[config.mk]
export PLATFORM = sky130hd
export DESIGN_NAME = norm_scaler_mc
export DESIGN_NICKNAME = d
export VERILOG_FILES = /design/src/rtl/norm_scaler_mc_pkg.sv /design/src/rtl/norm_scaler_mc_recip_divider.sv /design/src/rtl/norm_scaler_mc.sv
export SDC_FILE = /design/constraint.sdc
export NUM_CORES = 1
export LEC_CHECK = 0
export CELL_PAD_IN_SITES_DETAIL_PLACEMENT = 0
export CELL_PAD_IN_SITES_GLOBAL_PLACEMENT = 1
export CORE_AREA = 3 3 139 174
export CTS_CLUSTER_DIAMETER = 50
export DETAILED_ROUTE_END_ITERATION = 7
export DIE_AREA = 0 0 142 177
export PLACE_DENSITY = 0.87
export SLEW_MARGIN = 20
export SYNTH_ARGS = -nofsm -noshare
export SYNTH_HDL_FRONTEND = slang
export SYNTH_SLANG_ARGS = --single-unit
[constraint.sdc]
create_clock -name clk -period 19.9 [get_ports clk]
set_clock_uncertainty 0.15 [all_clocks]
set_input_delay 4.975 -clock clk [delete_from_list [all_inputs] [get_ports clk]]
set_output_delay 4.975 -clock clk [all_outputs]
set_load 0.05 [all_outputs]
[src/rtl/norm_scaler_mc_pkg.sv]
// norm_pkg: shared definitions for the norm_scaler_mc frame normaliser.
//   - norm_state_t    : frame sequencer states.
//   - beats_per_frame : AXI beats in one frame for a given lane count.
//   - *_DEF           : default pixel, output and coefficient-fraction widths.
package norm_pkg;

    localparam int unsigned PIX_W_DEF  = 8;
    localparam int unsigned OUT_W_DEF  = 8;
    localparam int unsigned FRAC_W_DEF = 24;

    typedef enum logic [1:0] {
        ST_IDLE   = 2'd0,
        ST_CALC   = 2'd1,
        ST_STREAM = 2'd2,
        ST_DONE   = 2'd3
    } norm_state_t;

    function automatic int unsigned beats_per_frame(input int unsigned rows,
                                                    input int unsigned cols,
                                                    input int unsigned lanes);
        return (rows * cols) / lanes;
    endfunction

endpackage

[src/rtl/norm_scaler_mc_recip_divider.sv]
// recip_divider: sequential restoring divider producing the scale coefficient
//   quotient = floor(((2^OUT_W-1) << FRAC_W) / divisor), one bit per cycle,
//   exactly OUT_W+FRAC_W cycles after start. A zero divisor yields 0 in the
//   same number of cycles.
// Ports:
//   clk, reset     : clock, synchronous active-high reset.
//   start          : begin a division (divisor captured on this cycle).
//   divisor        : DEN_W-bit divisor.
//   busy           : division in progress.
//   done           : high in the cycle the final quotient bit is computed;
//                    quotient is valid from the following cycle on.
//   quotient       : OUT_W+FRAC_W-bit result, held until the next start.
module recip_divider
    import norm_pkg::*;
#(
    parameter int unsigned OUT_W  = OUT_W_DEF,
    parameter int unsigned FRAC_W = FRAC_W_DEF,
    parameter int unsigned DEN_W  = PIX_W_DEF
) (
    input  logic                    clk,
    input  logic                    reset,
    input  logic                    start,
    input  logic [DEN_W-1:0]        divisor,
    output logic                    busy,
    output logic                    done,
    output logic [OUT_W+FRAC_W-1:0] quotient
);

    localparam int unsigned CW    = OUT_W + FRAC_W;
    localparam int unsigned CNT_W = $clog2(CW);
    localparam logic [CNT_W-1:0] LAST_STEP = CNT_W'(CW - 1);
    localparam logic [CW-1:0]    DIVIDEND  = {{OUT_W{1'b1}}, {FRAC_W{1'b0}}};

    logic             busy_q, busy_d;
    logic [CNT_W-1:0] cnt_q, cnt_d;
    logic [DEN_W-1:0] rem_q, rem_d;
    logic [DEN_W-1:0] dvs_q, dvs_d;
    logic [CW-1:0]    num_q, num_d;
    logic [CW-1:0]    quo_q, quo_d;

    logic [DEN_W:0]   rem_sh;
    logic [DEN_W-1:0] rem_sub;
    logic             take;

    always_comb begin
        busy_d = busy_q;
        cnt_d  = cnt_q;
        rem_d  = rem_q;
        dvs_d  = dvs_q;
        num_d  = num_q;
        quo_d  = quo_q;
        rem_sh = {rem_q, num_q[CW-1]};
        // Difference is below the divisor whenever it is taken, so DEN_W bits suffice.
        rem_sub = rem_sh[DEN_W-1:0] - dvs_q;
        take    = (dvs_q != '0) && (rem_sh >= {1'b0, dvs_q});
        if (start) begin
            busy_d = 1'b1;
            cnt_d  = '0;
            rem_d  = '0;
            dvs_d  = divisor;
            num_d  = DIVIDEND;
            quo_d  = '0;
        end else if (busy_q) begin
            rem_d = take ? rem_sub : rem_sh[DEN_W-1:0];
            num_d = {num_q[CW-2:0], 1'b0};
            quo_d = {quo_q[CW-2:0], take};
            cnt_d = cnt_q + 1'b1;
            if (cnt_q == LAST_STEP) begin
                busy_d = 1'b0;
            end
        end
    end

    always_ff @(posedge clk) begin
        if (reset) begin
            busy_q <= 1'b0;
            cnt_q  <= '0;
            rem_q  <= '0;
            dvs_q  <= '0;
            num_q  <= '0;
            quo_q  <= '0;
        end else begin
            busy_q <= busy_d;
            cnt_q  <= cnt_d;
            rem_q  <= rem_d;
            dvs_q  <= dvs_d;
            num_q  <= num_d;
            quo_q  <= quo_d;
        end
    end

    assign busy     = busy_q;
    assign done     = busy_q && (cnt_q == LAST_STEP);
    assign quotient = quo_q;

endmodule

[src/rtl/norm_scaler_mc.sv]
// norm_scaler_mc: per-frame normaliser for the post-crop pixel stream.
//   On ap_start the denominator is latched and a fixed-point coefficient is
//   computed; every lane is then scaled as pix*(2^OUT_W-1)/den, saturated,
//   through a two-stage AXI-Stream pipeline with full backpressure.
// Build option: define NORM_SCALER_ROUND_EN to round half up in stage 2
//   instead of truncating; latency and handshakes are unchanged.
// Ports:
//   clk, reset         : clock, synchronous active-high reset.
//   ap_start/ap_ready  : frame start (sampled in IDLE) / idle indication.
//   ap_done            : one-cycle pulse after the last output beat.
//   den, den_err       : denominator (latched at start) / sticky den==0 flag.
//   s_axis_*           : input beats, LANES*PIX_W, lane 0 in LSBs.
//   m_axis_*           : output beats, LANES*OUT_W, tlast on the final beat.
module norm_scaler_mc
    import norm_pkg::*;
#(
    parameter int unsigned PIX_W    = PIX_W_DEF,
    parameter int unsigned OUT_W    = OUT_W_DEF,
    parameter int unsigned FRAC_W   = FRAC_W_DEF,
    parameter int unsigned LANES    = 1,
    parameter int unsigned OUT_ROWS = 10,
    parameter int unsigned OUT_COLS = 10
) (
    input  logic                   clk,
    input  logic                   reset,
    input  logic                   ap_start,
    output logic                   ap_ready,
    output logic                   ap_done,
    input  logic [PIX_W-1:0]       den,
    output logic                   den_err,
    input  logic                   s_axis_tvalid,
    output logic                   s_axis_tready,
    input  logic [LANES*PIX_W-1:0] s_axis_tdata,
    output logic                   m_axis_tvalid,
    input  logic                   m_axis_tready,
    output logic [LANES*OUT_W-1:0] m_axis_tdata,
    output logic                   m_axis_tlast
);

    localparam int unsigned BEATS = beats_per_frame(OUT_ROWS, OUT_COLS, LANES);
    localparam int unsigned CW    = OUT_W + FRAC_W;
    localparam int unsigned PW    = PIX_W + CW;
    // Shifted result keeps one extra bit for the rounding carry.
    localparam int unsigned SW    = PW - FRAC_W + 1;
    localparam int unsigned CNT_W = $clog2(BEATS + 1);
    localparam logic [CNT_W-1:0] BEATS_C   = CNT_W'(BEATS);
    localparam logic [CNT_W-1:0] LAST_BEAT = CNT_W'(BEATS - 1);
    localparam logic [SW-1:0]    SAT_MAX   = {{(SW-OUT_W){1'b0}}, {OUT_W{1'b1}}};
`ifdef NORM_SCALER_ROUND_EN
    localparam logic [PW:0] ROUND_BIAS = {{(PW-FRAC_W+1){1'b0}}, 1'b1, {(FRAC_W-1){1'b0}}};
`else
    localparam logic [PW:0] ROUND_BIAS = '0;
`endif

    if ((OUT_ROWS * OUT_COLS) % LANES != 0) begin : g_lanes_check
        $error("norm_scaler_mc: OUT_ROWS*OUT_COLS must be divisible by LANES");
    end

    norm_state_t state_q, state_d;
    logic ap_ready_q, ap_ready_d;
    logic ap_done_q, ap_done_d;
    logic den_err_q, den_err_d;
    logic [CNT_W-1:0] in_cnt_q, in_cnt_d;
    logic [CNT_W-1:0] out_cnt_q, out_cnt_d;
    logic s1_valid_q, s1_valid_d;
    logic s2_valid_q, s2_valid_d;
    logic [LANES-1:0][PW-1:0] s1_prod_q, s1_prod_d, lane_prod;
    logic [LANES*OUT_W-1:0]   s2_data_q, s2_data_d, lane_out;

    logic          pipe_en, in_fire, out_fire;
    logic          div_start, div_busy, div_done;
    logic [CW-1:0] coef;

    recip_divider #(
        .OUT_W  (OUT_W),
        .FRAC_W (FRAC_W),
        .DEN_W  (PIX_W)
    ) u_div (
        .clk      (clk),
        .reset    (reset),
        .start    (div_start),
        .divisor  (den),
        .busy     (div_busy),
        .done     (div_done),
        .quotient (coef)
    );

    assign pipe_en       = !s2_valid_q || m_axis_tready;
    assign s_axis_tready = (state_q == ST_STREAM) && (in_cnt_q < BEATS_C) && pipe_en;
    assign in_fire       = s_axis_tvalid && s_axis_tready;
    assign out_fire      = s2_valid_q && m_axis_tready;

    for (genvar l = 0; l < LANES; l++) begin : g_lane
        logic [SW-1:0] shifted;
        assign lane_prod[l] = PW'(s_axis_tdata[l*PIX_W +: PIX_W]) * PW'(coef);
        assign shifted      = SW'(({1'b0, s1_prod_q[l]} + ROUND_BIAS) >> FRAC_W);
        assign lane_out[l*OUT_W +: OUT_W] = (shifted > SAT_MAX) ? {OUT_W{1'b1}}
                                                                : shifted[OUT_W-1:0];
    end

    always_comb begin
        state_d    = state_q;
        ap_ready_d = ap_ready_q;
        ap_done_d  = 1'b0;
        den_err_d  = den_err_q;
        in_cnt_d   = in_cnt_q;
        out_cnt_d  = out_cnt_q;
        s1_valid_d = s1_valid_q;
        s1_prod_d  = s1_prod_q;
        s2_valid_d = s2_valid_q;
        s2_data_d  = s2_data_q;
        div_start  = 1'b0;

        if (in_fire) begin
            in_cnt_d = in_cnt_q + 1'b1;
        end
        if (out_fire) begin
            out_cnt_d = out_cnt_q + 1'b1;
        end

        // Whole pipeline advances together; it only stalls when stage 2 is blocked.
        if (pipe_en) begin
            s1_valid_d = in_fire;
            s2_valid_d = s1_valid_q;
            if (in_fire) begin
                s1_prod_d = lane_prod;
            end
            if (s1_valid_q) begin
                s2_data_d = lane_out;
            end
        end

        unique case (state_q)
            ST_IDLE: begin
                if (ap_start && !div_busy) begin
                    state_d    = ST_CALC;
                    ap_ready_d = 1'b0;
                    den_err_d  = (den == '0);
                    in_cnt_d   = '0;
                    out_cnt_d  = '0;
                    div_start  = 1'b1;
                end
            end
            ST_CALC: begin
                if (div_done) begin
                    state_d = ST_STREAM;
                end
            end
            ST_STREAM: begin
                if (out_fire && (out_cnt_q == LAST_BEAT)) begin
                    state_d   = ST_DONE;
                    ap_done_d = 1'b1;
                end
            end
            ST_DONE: begin
                state_d    = ST_IDLE;
                ap_ready_d = 1'b1;
            end
            default: state_d = ST_IDLE;
        endcase
    end

    always_ff @(posedge clk) begin
        if (reset) begin
            state_q    <= ST_IDLE;
            ap_ready_q <= 1'b1;
            ap_done_q  <= 1'b0;
            den_err_q  <= 1'b0;
            in_cnt_q   <= '0;
            out_cnt_q  <= '0;
            s1_valid_q <= 1'b0;
            s1_prod_q  <= '0;
            s2_valid_q <= 1'b0;
            s2_data_q  <= '0;
        end else begin
            state_q    <= state_d;
            ap_ready_q <= ap_ready_d;
            ap_done_q  <= ap_done_d;
            den_err_q  <= den_err_d;
            in_cnt_q   <= in_cnt_d;
            out_cnt_q  <= out_cnt_d;
            s1_valid_q <= s1_valid_d;
            s1_prod_q  <= s1_prod_d;
            s2_valid_q <= s2_valid_d;
            s2_data_q  <= s2_data_d;
        end
    end

    assign ap_ready      = ap_ready_q;
    assign ap_done       = ap_done_q;
    assign den_err       = den_err_q;
    assign m_axis_tvalid = s2_valid_q;
    assign m_axis_tdata  = s2_data_q;
    assign m_axis_tlast  = s2_valid_q && (out_cnt_q == LAST_BEAT);

endmodule

### Yosys cells after proc, flatten, opt, wreduce, memory -nomap -nowiden

Index checks and enable logic that the tools add are counted.

| storage, ports and cells | value |
|---|---|
| output and inout port bits | 14 |
| bits of input ports | 21 |
| register bits after elaboration | 131 |
| word-level logic and storage cells | 79 |

| operators by class | value |
|---|---|
| magnitude comparators | 3 |
| multiply operators | 1 |
| mux-type cells | 22 |
| bitwise gates (word level) | 1 |
| equality and inequality tests | 8 |
| reductions and logical operators | 24 |
| $add $sub $neg | 4 |

Operators by type and width:

| cell | count |
|---|---|
| 2-to-1 mux 32 bit | 2 |
| 2-to-1 mux 7 bit | 6 |
| multiplier 8 x 32 -> 40 bit | 1 |
| greater-than comparator 16 x 8 -> 1 bit (second input constant) | 1 |
| 2-to-1 mux 8 bit | 2 |
| adder 7 x 1 -> 7 bit (second input constant) | 2 |
| >= comparator 9 x 8 -> 1 bit | 1 |
| logical AND 1 bit | 9 |
| logical NOT 8 bit | 1 |
| one-hot mux 2 bit (4 select lines) | 1 |
| AND reduction 2 bit | 4 |
| nonzero test 8 bit | 1 |
| subtractor 8 bit | 1 |
| equality test 7 bit (second input constant) | 1 |
| < comparator 7 bit (second input constant) | 1 |
| 2-to-1 mux 1 bit | 7 |
| 2-to-1 mux 2 bit | 3 |
| adder 5 x 1 -> 5 bit (second input constant) | 1 |
| equality test 5 bit (second input constant) | 1 |
| equality test 2 bit (second input constant) | 2 |
| inequality test 2 bit (second input constant) | 2 |
| nonzero test 2 bit | 2 |
| OR reduction 2 bit | 2 |
| AND reduction 3 bit | 1 |
| 7 further kinds | 8 |

### Logic depth before layout (Yosys ltp)

Gate-level depths: netlist (run 1).

| depth | value |
|---|---|
| depth after elaboration | 7 |
| depth in mapped cells | 19 |
| mapped depth without buffers | 18 |

### Hierarchy

From an unflattened synthesis (run 1), not the netlist that was laid out.

| unflattened totals | value |
|---|---|
| cell total of the unflattened synthesis | 1399 |
| area, all modules | 12238.0 um^2 |

By module, submodules not included:

| module | area each (um^2) | cells an instance | times used | seq. area each (um^2) |
|---|---|---|---|---|
| norm_scaler_mc | 9534.1 | 1111 | 1 | 900.9 |
| recip_divider | 2703.8 | 288 | 1 | 1241.2 |

### Worst setup path after synthesis (run 1)

OpenSTA, ideal clock, no wires.

| timing path | value |
|---|---|
| path type | input port to output port |
| start | input m_axis_tready |
| end | output s_axis_tready |
| path buffers | 0 |
| arrival time | 5555 ps |
| cell stages on the path | 2 |
| setup slack | 9220 ps |
| cells stage by stage | nand2b_1 and3_1 |

| between the ends | value |
|---|---|
| cells in the longest elaborated chain, start to end | 2 |

Ends and longest elaborated chain:

| item | RTL line | RTL |
|---|---|---|
| start, declared | norm_scaler_mc.sv:35 | `input logic m_axis_tready,` |
| logical OR 1 bit | norm_scaler_mc.sv:88 | `assign pipe_en = !s2_valid_q \|\| m_axis_tready;` |
| logical AND 1 bit | norm_scaler_mc.sv:89 | `assign s_axis_tready = (state_q == ST_STREAM) && (in_cnt_q < BEATS_C) && pipe_en;` |
| end, declared | norm_scaler_mc.sv:32 | `output logic s_axis_tready,` |

No other way between the ends.

### Final worst setup path (run 1)

Ends and elaborated chain as after synthesis.

==> results.json, run 1 <==
{
  "route.detailed.drc": 0,
  "worst_skew_pair.late_latency_ns": 0.36,
  "clock_tree_from_tritoncts": "done",
  "ir_drop_mv": 0.0948,
  "replace_congestion": 0.824,
  "postPlaceCellArea_mm2": 0.0127,
  "setup-violations-final": 0,
  "syn_area_per_cell_um2": 8.84,
  "critical_path.cell_chain": "clkdlybuf4s50_1 -> nand2b_1 -> and3_1 -> clkdlybuf4s50_1",
  "groute.usage.overall_pct": 22.5,
  "number_of_global_route_vias_before_repair": 9741,
  "synth_cells": 1374,
  "synth_ff_type": "dfxtp_1",
  "syn2layout_area_growth_pct": 6.72,
  "max_cap_viol_count": 0,
  "setup_crit_path_kind": "primary input to primary output",
  "cts_root_buffer": "clkbuf_16",
  "finalCritPeriodShare_pct": 59.4,
  "die-height_um": 177,
  "floorplan.die_area_mm2": 0.0251,
  "critical_path.most_common_cell": "clkdlybuf4s50_1",
  "post-dp-hpwl_um": 19900,
  "yosys_register_bits": 107,
  "design.final.nets": 1638,
  "dieWidth_um": 142,
  "synth_area_leader_cell": "fa_1",
  "n_antenna_cell": 0,
  "detailedRoute.firstIterationViolations": 407,
  "post_cts.resized_instances": 0,
  "post_cts_hold_buffer_count": 0,
  "critPathArrivalTime_ns": 6.70,
  "netlist_top_cells_area": "fa_1 30%, dfxtp_1 18%, and2_1 10%",
  "io_buffer_count": 34,
  "worstSetupStartpointType": "primary input",
  "clock_sink_total": 107,
  "n_fill_cell": 2058,
  "critical_path.slowest_cell": "clkdlybuf4s50_1",
  "synth_warnings": 0,
  "clock_path_buffers": 2,
  "leakage_nw": 6.33,
  "critical_path.max_stage_delay_ns": 0.81,
  "viasPerCell": 5.55,
  "cts_post_setup_buffers_inserted": 0,
  "worst_hold_slack_ns": 0.309,
  "floorplan.io_pins": 35,
  "cts_inserted_buffers": 9,
  "post-synth-top-count-cell": "and2_1",
  "crit_required_ns": 14.78,
  "synthTopCellsByCount": "197 x and2_1, 193 x inv_1, 180 x fa_1, 115 x nand2_1, 107 x dfxtp_1",
  "core_area_mm2": 0.0225,
  "critical_path.endpoint_type": "primary output",
  "final_core_area_utilization_pct": 57.6,
  "grt_remaining_overflow": 0,
  "power_per_cell_area_mw_per_mm2": 50.6,
  "unrepaired_setup_endpoints_after_global_routing": "no",
  "start_util_pct": 54.0,
  "drt-pass1-iter-count": 5,
  "synth_sequential_area_ratio_pct": 17.6,
  "clock.fmax_ghz": 0.0846,
  "maximum_number_of_pins_on_one_net_before_global_route_repair": 63,
  "slew_headroom_pct": 40.6,
  "h-tree-depth": 3,
  "crit_fanout": 7,
  "clk_pin_slew_ns": 0.09,
  "global_route_wire_length_before_repair_um": 46400,
  "final_tns_setup_ns": 0,
  "drtAntennaViolNets": 0,
  "finalWirelength_um": 26500,
  "syn-num-nets": 1648,
  "netlist.area_leader.share_pct": 29.7,
  "finish.instance_area_mm2": 0.0130,
  "route.vias.total": 9162,
  "final_hold_viol_count": 0,
  "final-max-slew-violation-count": 0,
  "placement_rows": 61,
  "wl_per_cell_um": 16.0,
  "antenna_found_initial": 0,
  "synth-edff-count": 0,
  "synth.distinct_cells": 66,
  "worst-slew-pin-transition_ns": 0.891,
  "outcome": "finished, final reports clean",
  "final_period_minus_worst_setup_slack_ns": 11.82,
  "proportion_of_layout_cells_with_a_drive_suffix_above_1_pct": 3.80,
  "share_of_synthesized_registers_carrying_an_async_set_or_reset_pct": 0,
  "synthesis.area_mm2": 0.0122,
  "worstHoldPathType": "flip-flop to flip-flop"
}
## area by class of cell
type	count	area, um2	area share [%]
Tap cell	283	354	2.73
Inverter	193	724	5.59
Sequential cell	107	2140	16.5
Clock buffer	9	225	1.74
Multi-Input combinational cell	1012	9060	69.8
Timing Repair Buffer	41	378	2.91
Clock inverter	7	86.3	0.666
## metal layers
layer	vias to the layer above	wire length [um]	GRT usage, %
met5	-	0	0
met4	0	835	7.64
met3	48	715	2.62
met2	149	13900	40.2
met1	4627	11000	28.0
li1	4338	-	-
## sequential cells by signal (all words and copies together) (netlist names), 2 cells and up
register / flops
in_cnt_q: 7
state_q: 2
out_cnt_q: 7
u_div.cnt_q: 5
u_div.num_q: 8
u_div.rem_q: 8
s1_prod_q: 16
u_div.quotient: 32
u_div.dvs_q: 8
m_axis_tdata: 8
## worst paths after layout
kind / slack [ns] / end / from / cells after the start
setup / recovery: 8.08 / s_axis_tready / m_axis_tready / 4
hold / removal: 0.31 / s1_prod_q[28] / s1_prod_q[28] / 2
setup reg to reg: 14.35 / s1_prod_q[37] / u_div.quotient[5] / 16
hold reg to reg: 0.31 / s1_prod_q[28] / s1_prod_q[28] / 2
## kinds of logic (layout without fill, tap and decap cells)
kind of cell / Yosys count / in the layout / share of synthesized area, %
buf+inv: 255 / 250 / 7.90
fa+ha+maj: 253 / 253 / 37.2
compound gates: 165 / 165 / 8.90
flops: 107 / 107 / 17.6
xor+xnor: 24 / 24 / 1.73
mux: 52 / 52 / 4.31
simple gates: 518 / 518 / 22.4
## critical path, delay by kind of cell
family        cells  cell delay [ns]
simple gates      2             0.33
buf+inv           2             1.39
## through the flow
stage	std cells	worst slack, ns	power, W
CTS	1652	8.09	0.000663
detailed placement	1636	8.10	0.000474
global placement	1636	8.10	0.000471
floorplan	1374	9.22	0.000425
finish	1652	8.08	0.000656
global route	1652	8.02	0.000701
## where the power goes
group / internal [W] / leakage [nW] / switching [W]
Combinational: 0.0000887 / 5.31 / 0.000131
Clock: 0.0000910 / 0.151 / 0.0000969
Sequential: 0.000234 / 0.867 / 0.0000147
Total: 0.000414 / 6.33 / 0.000242
## cells in the final DEF (no fill, tap or decap), types with 7 or more instances in the layout
| cell type | n |
|---|---|
| xnor2_1 | 9 |
| nand4_1 | 10 |
| a21o_1 | 16 |
| inv_1 | 193 |
| buf_4 | 7 |
| fa_1 | 180 |
| a211oi_1 | 7 |
| a21oi_1 | 62 |
| nor4_1 | 7 |
| dfxtp_1 | 106 |
| xor2_1 | 15 |
| and2_1 | 197 |
| nand2_1 | 115 |
| and3_1 | 10 |
| nor2b_1 | 7 |
| nand3_1 | 16 |
| nor2_1 | 95 |
| mux2i_1 | 49 |
| clkdlybuf4s50_1 | 31 |
| ha_1 | 73 |
| nor3_1 | 25 |
| o21ai_0 | 29 |
| clkbuf_16 | 9 |
Power figures use the tool's default switching activity.
==> run 2: changes to the inputs <==
Settings changed: CORE_AREA 3 3 139 174 to 3 3 151 190, DIE_AREA 0 0 142 177 to 0 0 154 193, PLACE_DENSITY 0.87 to 0.78.
Clock period 19.9 ns to 10.31 ns, I/O delays scaled along.
==> run 2 against run 1 <==
Effect of this change:
- clock power increased by 99%
- sequential share of layout area decreased by 0.13 points
- via count decreased by 1.3%
- die area increased by 18%
- first-iteration DRC count decreased by 12%
- count of clock-buffer cells in the layout unchanged
- global-route usage decreased by 2.8 points
- power increased by 96%
- wire length increased by 5.7%
- hold slack got worse by 0.0020 ns
- critical path type is now primary input to flip-flop
- critical endpoint is now s1_prod_q[34]
- largest power group unchanged
==> results.json, run 2 (same netlist as run 1, synthesis figures left out) <==
{
  "outcome": "finished, final reports clean",
  "power_per_cell_area_mw_per_mm2": 98.4,
  "final-max-slew-violation-count": 0,
  "post_cts.resized_instances": 0,
  "crit-reg2reg-launch": "u_div.quotient[6]",
  "routedLengthMet1_um": 12000,
  "cts_root_buffer": "clkbuf_16",
  "layout_commonest_cell": "and2_1",
  "finish.instance_area_mm2": 0.0131,
  "syn2layout_area_growth_pct": 7.56,
  "start_util_pct": 45.2,
  "antenna_found_initial": 1,
  "setup_slack_ns": 2.02,
  "hold-path-cell-count": 2,
  "worst_skew_pair.late_latency_ns": 0.36,
  "combPwrFrac_pct": 33.5,
  "finalWirelength_um": 28000,
  "drt-pass1-iter-count": 5,
  "maximum_number_of_pins_on_one_net_before_global_route_repair": 63,
  "unrepaired_setup_endpoints_after_global_routing": "no",
  "floorplan.io_pins": 35,
  "detailedRoute.firstIterationViolations": 358,
  "internal_power_w": 0.000820,
  "viasPerCell": 5.27,
  "critPathArrivalTime_ns": 8.40,
  "route.detailed.drc": 0,
  "most-common-layout-cells": "197 x and2_1, 193 x inv_1, 180 x fa_1",
  "max_cap_viol_count": 0,
  "post-dp-hpwl_um": 21200,
  "final_hold_viol_count": 0,
  "io_buffer_count": 34,
  "post_cts_hold_buffer_count": 0,
  "top_layer_in_use": "met4",
  "switching_share_pct": 36.3,
  "worstHoldPathType": "flip-flop to flip-flop",
  "dr_wl_met2_um": 14600,
  "clock_tree_from_tritoncts": "done",
  "worst_setup_path_endpoint": "s1_prod_q[34]",
  "crit_fanout": 20,
  "final_tns_setup_ns": 0,
  "critical_path.endpoint_type": "flip-flop",
  "regToRegSetupSlack_ns": 4.83,
  "clock.fmax_ghz": 0.121,
  "leakage_nw": 6.34,
  "place_worst_setup_slack_ns": 1.39,
  "die-height_um": 193,
  "finalCritPeriodShare_pct": 80.4,
  "global_route_wire_length_before_repair_um": 47600,
  "number_of_global_route_vias_before_repair": 9494,
  "ff2ff_path_depth": 16,
  "cts_post_setup_buffers_inserted": 0,
  "grt_remaining_overflow": 0,
  "setup-violations-final": 0,
  "power.net_switching_w": 0.000466,
  "floorplan.die_area_mm2": 0.0297,
  "slew_headroom_pct": 39.0,
  "dieWidth_um": 154,
  "cts_inserted_buffers": 9,
  "worst-slew-pin-transition_ns": 0.915,
  "postPlaceCellArea_mm2": 0.0128,
  "groute.usage.overall_pct": 19.7,
  "replace_congestion": 0.862,
  "core_area_mm2": 0.0269,
  "largest_register_ff_count": 32,
  "clock_power_share_pct": 29.2,
  "wl_per_cell_um": 16.3,
  "worst_r2r_endpoint": "s1_prod_q[34]",
  "seq_power_share_pct": 37.3,
  "route.vias.total": 9041,
  "h-tree-depth": 3,
  "design.final.nets": 1639,
  "drtAntennaViolNets": 0,
  "final_period_minus_worst_setup_slack_ns": 8.29,
  "clk_pin_slew_ns": 0.08,
  "setup_crit_path_kind": "primary input to flip-flop",
  "ir_drop_mv": 0.125,
  "worstSetupStartpointType": "primary input",
  "cp-startpoint": "s_axis_tdata[2]",
  "crit_required_ns": 10.42,
  "clock_sink_total": 107,
  "placement_rows": 67,
  "wl_met3_um": 718,
  "proportion_of_layout_cells_with_a_drive_suffix_above_1_pct": 3.80,
  "clock_path_buffers": 2,
  "n_fill_cell": 2622
}
[run 2: changes by cell type in the layout (fill, tap and decap cells not counted), sizes merged]
cell           delta
diode             +1
bufinv            +1
clkdlybuf4s50     +1
inv               -1
[run 2: final cells by class]
cell class	count	area, um2	area share [%]
tap	345	432	3.30
sequential	107	2140	16.4
clock buffer	9	225	1.72
antenna	1	2.50	0.0191
clock inverter	7	95.1	0.728
timing repair buffer	42	390	2.99
multi-input combinational	1012	9060	69.3
inverter	193	724	5.54
[run 2: per-stage QoR]
step | total power (W) | utilization (%) | hold WS (ns) | instances
floorplan | 0.000820 | - | 0.276 | 1374
global placement | 0.000919 | 47.4 | 0.291 | 1699
detailed placement | 0.000924 | 47.4 | 0.298 | 1699
CTS | 0.00130 | 48.6 | 0.307 | 1715
global route | 0.00137 | 48.6 | 0.350 | 1716
finish | 0.00129 | 48.6 | 0.307 | 1716
[run 2: worst min path at each step]
| stage | from | endpoint | slack, ns |
|---|---|---|---|
| floorplan | s1_prod_q[24] | s1_prod_q[24] | 0.28 |
| global route | den_err | den_err | 0.35 |
| CTS | den_err | den_err | 0.31 |
| finish | den_err | den_err | 0.31 |
| global placement | s1_prod_q[31] | s1_prod_q[31] | 0.29 |
| detailed placement | den_err | den_err | 0.30 |
[run 2: per-layer routing]
layer	up-vias	GRT usage, %
met5	-	0
met4	0	5.74
met3	33	2.43
met2	139	35.8
met1	4525	24.5
li1	4344	-
[run 2: worst max-delay path, stage by stage]
cell             delay, ns
clkdlybuf4s50_1       1.02
buf_4                 0.33
and2_1                0.16
fa_1                  0.44
fa_1                  0.53
fa_1                  0.56
inv_1                 0.06
fa_1                  0.54
inv_1                 0.04
ha_1                  0.36
inv_1                 0.15
o21bai_1              0.11
a21o_1                0.21
a21oi_1               0.13
and2b_1               0.25
a2111o_2              0.50
and2_1                0.16
a221o_1               0.28
[run 2: power groups by stage]
| stage | logic (W) | clock network (W) | registers (W) |
|---|---|---|---|
| after floorplan | 0.000322 | 0 | 0.000497 |
| after global placement | 0.000429 | 0 | 0.000489 |
| final | 0.000431 | 0.000375 | 0.000480 |
| after detailed placement | 0.000435 | 0 | 0.000489 |
| after global routing | 0.000485 | 0.000401 | 0.000486 |
| after CTS | 0.000437 | 0.000386 | 0.000480 |
